[src/rtl/vliw_sb_pkg.sv]
// Shared types and helpers for the VLIW scoreboard: register-id layout,
// per-slot in-flight entry record and the bypass select encoding.
package vliw_sb_pkg;

  localparam int SB_REG_W    = 4;
  localparam int SB_FILE_BIT = SB_REG_W - 1;

  typedef struct packed {
    logic                valid;
    logic [SB_REG_W-1:0] dst;
    logic                we;
    logic                is_load;
  } sb_entry_t;

  // Select 0 means register file; the oldest tracked stage retires into a
  // write-first register file, so it never needs a bypass.
  function automatic int enc_sel(input int k, input int s, input int slots, input int depth);
    if (k >= depth - 1) return 0;
    return 1 + k * slots + s;
  endfunction

endpackage

[src/rtl/sb_operand_match.sv]
// Priority matcher for one source operand against every in-flight entry:
// youngest stage wins, then the highest slot within that stage.
module sb_operand_match
  import vliw_sb_pkg::*;
#(
  parameter int SLOTS = 2,
  parameter int DEPTH = 3,
  parameter int K_W   = 2,
  parameter int S_W   = 1
) (
  input  sb_entry_t [DEPTH-1:0][SLOTS-1:0] stages,
  input  logic [SB_REG_W-1:0]              src,
  input  logic                             used,
  output logic                             hit,
  output logic [K_W-1:0]                   k,
  output logic [S_W-1:0]                   s,
  output logic                             is_load
);

  // Scan oldest to youngest, lowest to highest slot, so the last match wins.
  always_comb begin
    hit     = 1'b0;
    k       = '0;
    s       = '0;
    is_load = 1'b0;
    for (int kk = DEPTH - 1; kk >= 0; kk--) begin
      for (int ss = 0; ss < SLOTS; ss++) begin
        if (used && stages[kk][ss].valid && stages[kk][ss].we &&
            (stages[kk][ss].dst == src)) begin
          hit     = 1'b1;
          k       = K_W'(kk);
          s       = S_W'(ss);
          is_load = stages[kk][ss].is_load;
        end
      end
    end
  end

endmodule

[src/rtl/vliw_scoreboard.sv]
// Scoreboard and forwarding controller beside ID/EX. Optional performance
// counters are enabled by defining VLIW_SB_PERF_CNT_EN.
module vliw_scoreboard
  import vliw_sb_pkg::*;
#(
  parameter int SLOTS      = 2,
  parameter int REG_W      = SB_REG_W,
  parameter int DEPTH      = 3,
  parameter int LOAD_STAGE = 2,
  parameter int SEL_W      = $clog2((DEPTH - 1) * SLOTS + 1)
) (
  input  logic                       clk,
  input  logic                       reset,
  input  logic                       id_valid,
  input  logic [SLOTS*2*REG_W-1:0]   id_src,
  input  logic [SLOTS*2-1:0]         id_src_used,
  input  logic [SLOTS*REG_W-1:0]     id_dst,
  input  logic [SLOTS-1:0]           id_dst_we,
  input  logic [SLOTS-1:0]           id_is_load,
  input  logic                       flush,
  output logic                       stall,
  output logic                       issue,
  output logic [SLOTS*2*SEL_W-1:0]   fwd_sel
`ifdef VLIW_SB_PERF_CNT_EN
  ,
  output logic [31:0]                stall_cycles,
  output logic [31:0]                issue_count
`endif
);

  localparam int NOPS = SLOTS * 2;
  localparam int K_W  = (DEPTH > 1) ? $clog2(DEPTH) : 1;
  localparam int S_W  = (SLOTS > 1) ? $clog2(SLOTS) : 1;

  sb_entry_t [DEPTH-1:0][SLOTS-1:0] stages;
  sb_entry_t [SLOTS-1:0]            issue_entry;

  logic [NOPS-1:0]            hit;
  logic [NOPS-1:0]            hit_load;
  logic [NOPS-1:0][K_W-1:0]   hit_k;
  logic [NOPS-1:0][S_W-1:0]   hit_s;
  logic [NOPS-1:0][SEL_W-1:0] next_sel;
  logic                       hazard;

  for (genvar op = 0; op < NOPS; op++) begin : g_op
    sb_operand_match #(
      .SLOTS (SLOTS),
      .DEPTH (DEPTH),
      .K_W   (K_W),
      .S_W   (S_W)
    ) u_match (
      .stages  (stages),
      .src     (id_src[op*REG_W +: REG_W]),
      .used    (id_src_used[op]),
      .hit     (hit[op]),
      .k       (hit_k[op]),
      .s       (hit_s[op]),
      .is_load (hit_load[op])
    );
  end

  // A producer in stage k sits in stage k+1 once the consumer reaches EX, so
  // a load is only forwardable if k+1 has reached LOAD_STAGE.
  always_comb begin
    hazard   = 1'b0;
    next_sel = '0;
    for (int op = 0; op < NOPS; op++) begin
      if (hit[op]) begin
        next_sel[op] = SEL_W'(enc_sel(int'(hit_k[op]), int'(hit_s[op]), SLOTS, DEPTH));
        if (hit_load[op] && (int'(hit_k[op]) + 1 < LOAD_STAGE)) hazard = 1'b1;
      end
    end
  end

  assign stall = id_valid & hazard & ~flush;
  assign issue = id_valid & ~hazard & ~flush;

  always_comb begin
    for (int s = 0; s < SLOTS; s++) begin
      issue_entry[s].valid   = 1'b1;
      issue_entry[s].dst     = id_dst[s*REG_W +: REG_W];
      issue_entry[s].we      = id_dst_we[s];
      issue_entry[s].is_load = id_is_load[s];
    end
  end

  // Flush needs no special case here: it forces issue low, so stage 0 takes a bubble.
  always_ff @(posedge clk) begin
    if (reset) begin
      stages  <= '0;
      fwd_sel <= '0;
    end else begin
      for (int k = 1; k < DEPTH; k++) stages[k] <= stages[k-1];
      stages[0] <= issue ? issue_entry : '0;
      fwd_sel   <= issue ? next_sel : '0;
    end
  end

`ifdef VLIW_SB_PERF_CNT_EN
  always_ff @(posedge clk) begin
    if (reset) begin
      stall_cycles <= '0;
      issue_count  <= '0;
    end else begin
      if (stall && id_valid && (stall_cycles != '1)) stall_cycles <= stall_cycles + 32'd1;
      if (issue && (issue_count != '1)) issue_count <= issue_count + 32'd1;
    end
  end
`endif

endmodule

[config.mk]
export PLATFORM = sky130hd
export DESIGN_NAME = vliw_scoreboard
export DESIGN_NICKNAME = d
export VERILOG_FILES = /design/src/rtl/vliw_sb_pkg.sv /design/src/rtl/sb_operand_match.sv /design/src/rtl/vliw_scoreboard.sv
export SDC_FILE = /design/constraint.sdc
export NUM_CORES = 1
export LEC_CHECK = 0
export BUFFER_PORTS_ARGS = -buffer_cell sky130_fd_sc_hd__buf_2
export CAP_MARGIN = 20
export CORE_MARGIN = 5
export CORE_UTILIZATION = 48
export DETAILED_ROUTE_END_ITERATION = 7
export HOLD_SLACK_MARGIN = 0.08
export PLACE_DENSITY = 0.69
export SETUP_SLACK_MARGIN = 0.4
export SYNTH_ARGS = -nofsm -noshare
export SYNTH_HDL_FRONTEND = slang
export SYNTH_HIERARCHICAL = 1
export SYNTH_SLANG_ARGS = --single-unit
[constraint.sdc]
create_clock -name clk -period 2.7 [get_ports clk]
set_clock_uncertainty 0.1 [all_clocks]
set_input_delay 0.27 -clock clk [delete_from_list [all_inputs] [get_ports clk]]
set_output_delay 0.27 -clock clk [all_outputs]
set_load 0.01 [all_outputs]
==> impl_metrics.env <==
export IMPL_drive_above_1_share_pct=43.8
export IMPL_finalHoldViolCount=0
export IMPL_max_cap_violations=0
export IMPL_p_int_w=0.00115
export IMPL_synthTopCellsByCount="64 x xor2_1, 51 x dfxtp_1, 32 x xnor2_1, 31 x nor2b_1, 28 x nand4_1"
export IMPL_ir_worst_vdd_uv=304
export IMPL_synth_compound_area_share_pct=3.50
export IMPL_place_area_mm2=0.00447
export IMPL_synth_top_family_by_area="simple AND/OR/NAND/NOR gates"
export IMPL_path_cells="buf_12, xnor2_2, nand4_1, nor4_4, nor2b_1, a221oi_2, a211oi_2, nor4bb_4, or4_4, and2_4, buf_6"
export IMPL_synth_adder_area_share_pct=1.40
export IMPL_die_y_um=96.3
export IMPL_io_buffers=49
export IMPL_clock_sinks=51
export IMPL_rows=31
export IMPL_yosys_warnings=6
export IMPL_stdcell_area_mm2=0.00489
export IMPL_violations="negative setup slack"
export IMPL_cts_buffer_depth=2
export IMPL_core_area_mm2=0.00725
export IMPL_crit_arrival_ns=2.99
export IMPL_drt_total_wl_um=10200
export IMPL_wire_per_inst_um=17.0
export IMPL_fin_crit_ns=3.36
export IMPL_yosys_area_share_simple_pct=33.8
export IMPL_setup_viol=27
export IMPL_syn_area_mm2=0.00358
export IMPL_yosysUniqueCellTypes=32
export IMPL_fin_crit_sh_pct=124
export IMPL_ant_nets=0
export IMPL_status="finished, violations left"
export IMPL_crit_required_ns=2.33
export IMPL_grt_max_degree=52
export IMPL_place_gp_congestion=0.925
export IMPL_syn_nets=424
export IMPL_fmax_mhz=298
export IMPL_fin_tns_setup_ns=-12.49
export IMPL_critPathBufInv=2
export IMPL_hold_class="in -> reg"
export IMPL_viasPerCell=5.36
export IMPL_antenna_found_initial=0
export IMPL_crit_type="reg -> out"
export IMPL_drt_initial_drc_count=207
export IMPL_cts_tree="yes"
export IMPL_critPathMaxStageDelay_ns=0.59
export IMPL_nets=537
export IMPL_htreeDepth=2
export IMPL_n_antenna_cell=0
export IMPL_p_clk_share_pct=32.7
export IMPL_synth_edf_count=0
export IMPL_firstDrtPassIters=4
export IMPL_p_sw_share_pct=25.6
export IMPL_path_clk_slew_ns=0.09
export IMPL_p_switching_w=0.000395
export IMPL_p_seq_share_pct=50.5
export IMPL_seq_area_frac_synth_pct=28.5
export IMPL_cp_end_kind="output pin"
export IMPL_drcViolationCount=0
export IMPL_cts_hold_buf=0
export IMPL_power_density_mw_per_mm2=316
export IMPL_grt_pass1_wl_um=15800
export IMPL_startpoint_type="flop"
export IMPL_final_max_slew_viol_count=0
export IMPL_ys_flop_type="dfxtp_1"
export IMPL_vias=3198
export IMPL_cts_buffers=5
export IMPL_grt_total_usage_pct=22.5
export IMPL_yosys_cell_count_top_type="xor2_1"
export IMPL_root_buffer="clkbuf_8"
export IMPL_ys_seq_elements=51
export IMPL_critPathMaxFanout=5
export IMPL_p_leak_nw=2.12
export IMPL_fp_dieArea_mm2=0.00928
export IMPL_synth_cells=384
export IMPL_critPathTopFamily="simple AND/OR/NAND/NOR gates"
export IMPL_avgSynthCellArea_um2=9.32
export IMPL_fin_ws_ns=-0.661
export IMPL_dp_hpwl_um=7930
export IMPL_cp_slowest_cell="or4_4"
export IMPL_areaGrowthSynthToFinish_pct=36.6
export IMPL_die_x_um=96.3
export IMPL_n_fill_cell=578
export IMPL_rsz0062_at_grt="true"
export IMPL_pin_count=50
export IMPL_synth_top_cell_area_share_pct=28.5
export IMPL_synth_area_mux_share_pct=0
export IMPL_synth_xor_area_share_pct=23.5
export IMPL_p_comb_share_pct=16.8
export IMPL_grt_overflow=0
export IMPL_grt_pass1_vias=3210
export IMPL_synthTopCellsByArea="dfxtp_1 29%, xor2_1 16%, nor4_2 8.4%"
export IMPL_synth_top_area_cell="dfxtp_1"
export IMPL_worst_slew_pin_slew_ns=1.16
export IMPL_worstSkewPairLatency_ns=0.30
export IMPL_relSlewSlack_pct=22.7
export IMPL_synthArstFlopShare_pct=0
export IMPL_initial_core_util_pct=49.3
[power by group through the flow]
stage                     Combinational, W  Sequential [W]  Clock [W]
after floorplan                   0.000156        0.000793          0
after global placement            0.000232        0.000796          0
after detailed placement          0.000238        0.000797          0
after CTS                         0.000248        0.000779   0.000521
after global routing              0.000278        0.000781   0.000554
final                             0.000258        0.000780   0.000505
[registers in the layout, indices dropped and copies added (netlist names)]
| register | flops |
|---|---|
| stages | 39 |
| fwd_sel | 12 |
[worst paths after layout]
kind	from	end	slack, ns	depth (start not counted)
min	id_dst[1]	stages[3]	0.09	3
min reg2reg	stages[15]	stages[29]	0.44	1
max reg2reg	stages[23]	stages[4]	-0.54	12
max	stages[23]	stall	-0.66	11
[final cells by class]
cell class / count / area, µm² / area share, %
Tap cell: 99 / 124 / 2.53
Clock inverter: 1 / 5.00 / 0.102
Multi-Input combinational cell: 284 / 2540 / 51.9
Inverter: 24 / 90.1 / 1.84
Clock buffer: 7 / 108 / 2.20
Sequential cell: 51 / 1030 / 21.0
Timing Repair Buffer: 131 / 993 / 20.3
[worst register-to-register path: stages (launching register included)]
cell      delay [ns]
dfxtp_2         0.34
buf_12          0.13
xnor2_2         0.11
nand4_1         0.16
nor4_4          0.38
nor2b_1         0.14
a221oi_2        0.30
a211oi_2        0.11
nor4bb_4        0.16
or4_4           0.59
buf_4           0.18
buf_8           0.17
nor4_4          0.27
[timing repair]
| item | CTS | global route |
|---|---|---|
| resized for setup | 26 | 20 |
| endpoints found under the setup margin | 27 | 27 |
| buffers inserted | 2 | 0 |
| hold endpoints to repair | 0 | 0 |
| pin swaps | 14 | 11 |
[through the flow]
| step | std cells | utilization (%) | worst slack (ns) | power (W) | hold WS (ns) |
|---|---|---|---|---|---|
| global placement | 587 | 61.6 | -0.279 | 0.00103 | 0.398 |
| floorplan | 384 | - | -0.239 | 0.000950 | 0.242 |
| global route | 597 | 67.4 | -0.790 | 0.00161 | 0.0970 |
| detailed placement | 587 | 61.6 | -0.404 | 0.00103 | 0.404 |
| CTS | 597 | 65.6 | -0.556 | 0.00155 | 0.0882 |
| finish | 597 | 67.4 | -0.661 | 0.00154 | 0.0936 |
[routing by layer]
metal	global-route usage, %	vias to the layer above	wire (µm)
met1	29.4	1520	4420
met4	6.66	0	236
met3	2.89	20	546
li1	-	1556	-
met5	0	-	0
met2	38.5	102	4950
[placed cells by master, fill, tap and decap left out, drive strengths merged, types with 3 or more instances in the layout]
| cell type | netlist | final |
|---|---|---|
| dfxtp | 51 | 51 |
| ha | 4 | 4 |
| nand4 | 28 | 28 |
| a221oi | 4 | 4 |
| xor2 | 64 | 64 |
| o21ai | 8 | 8 |
| nand2 | 8 | 8 |
| or4 | 9 | 9 |
| nand3 | 4 | 4 |
| nand3b | 4 | 4 |
| xnor2 | 32 | 32 |
| nor2b | 31 | 31 |
| buf | 21 | 131 |
| and3 | 4 | 4 |
| a211oi | 4 | 4 |
| nor3b | 4 | 4 |
| nor2 | 29 | 29 |
| nor4bb | 3 | 3 |
| nor4b | 4 | 4 |
| inv | 24 | 24 |
| nor4 | 36 | 36 |
| clkbuf | 4 | 7 |
[cell families after synthesis]
| logic type | count (synthesis) |
|---|---|
| adder cells (fa/ha/maj) | 4 |
| XOR/XNOR | 96 |
| flip-flops | 51 |
| buffers and inverters | 49 |
| AO/OA/AOI/OAI | 16 |
| AND/OR/NAND/NOR | 168 |
Power figures use the tool's default switching activity.
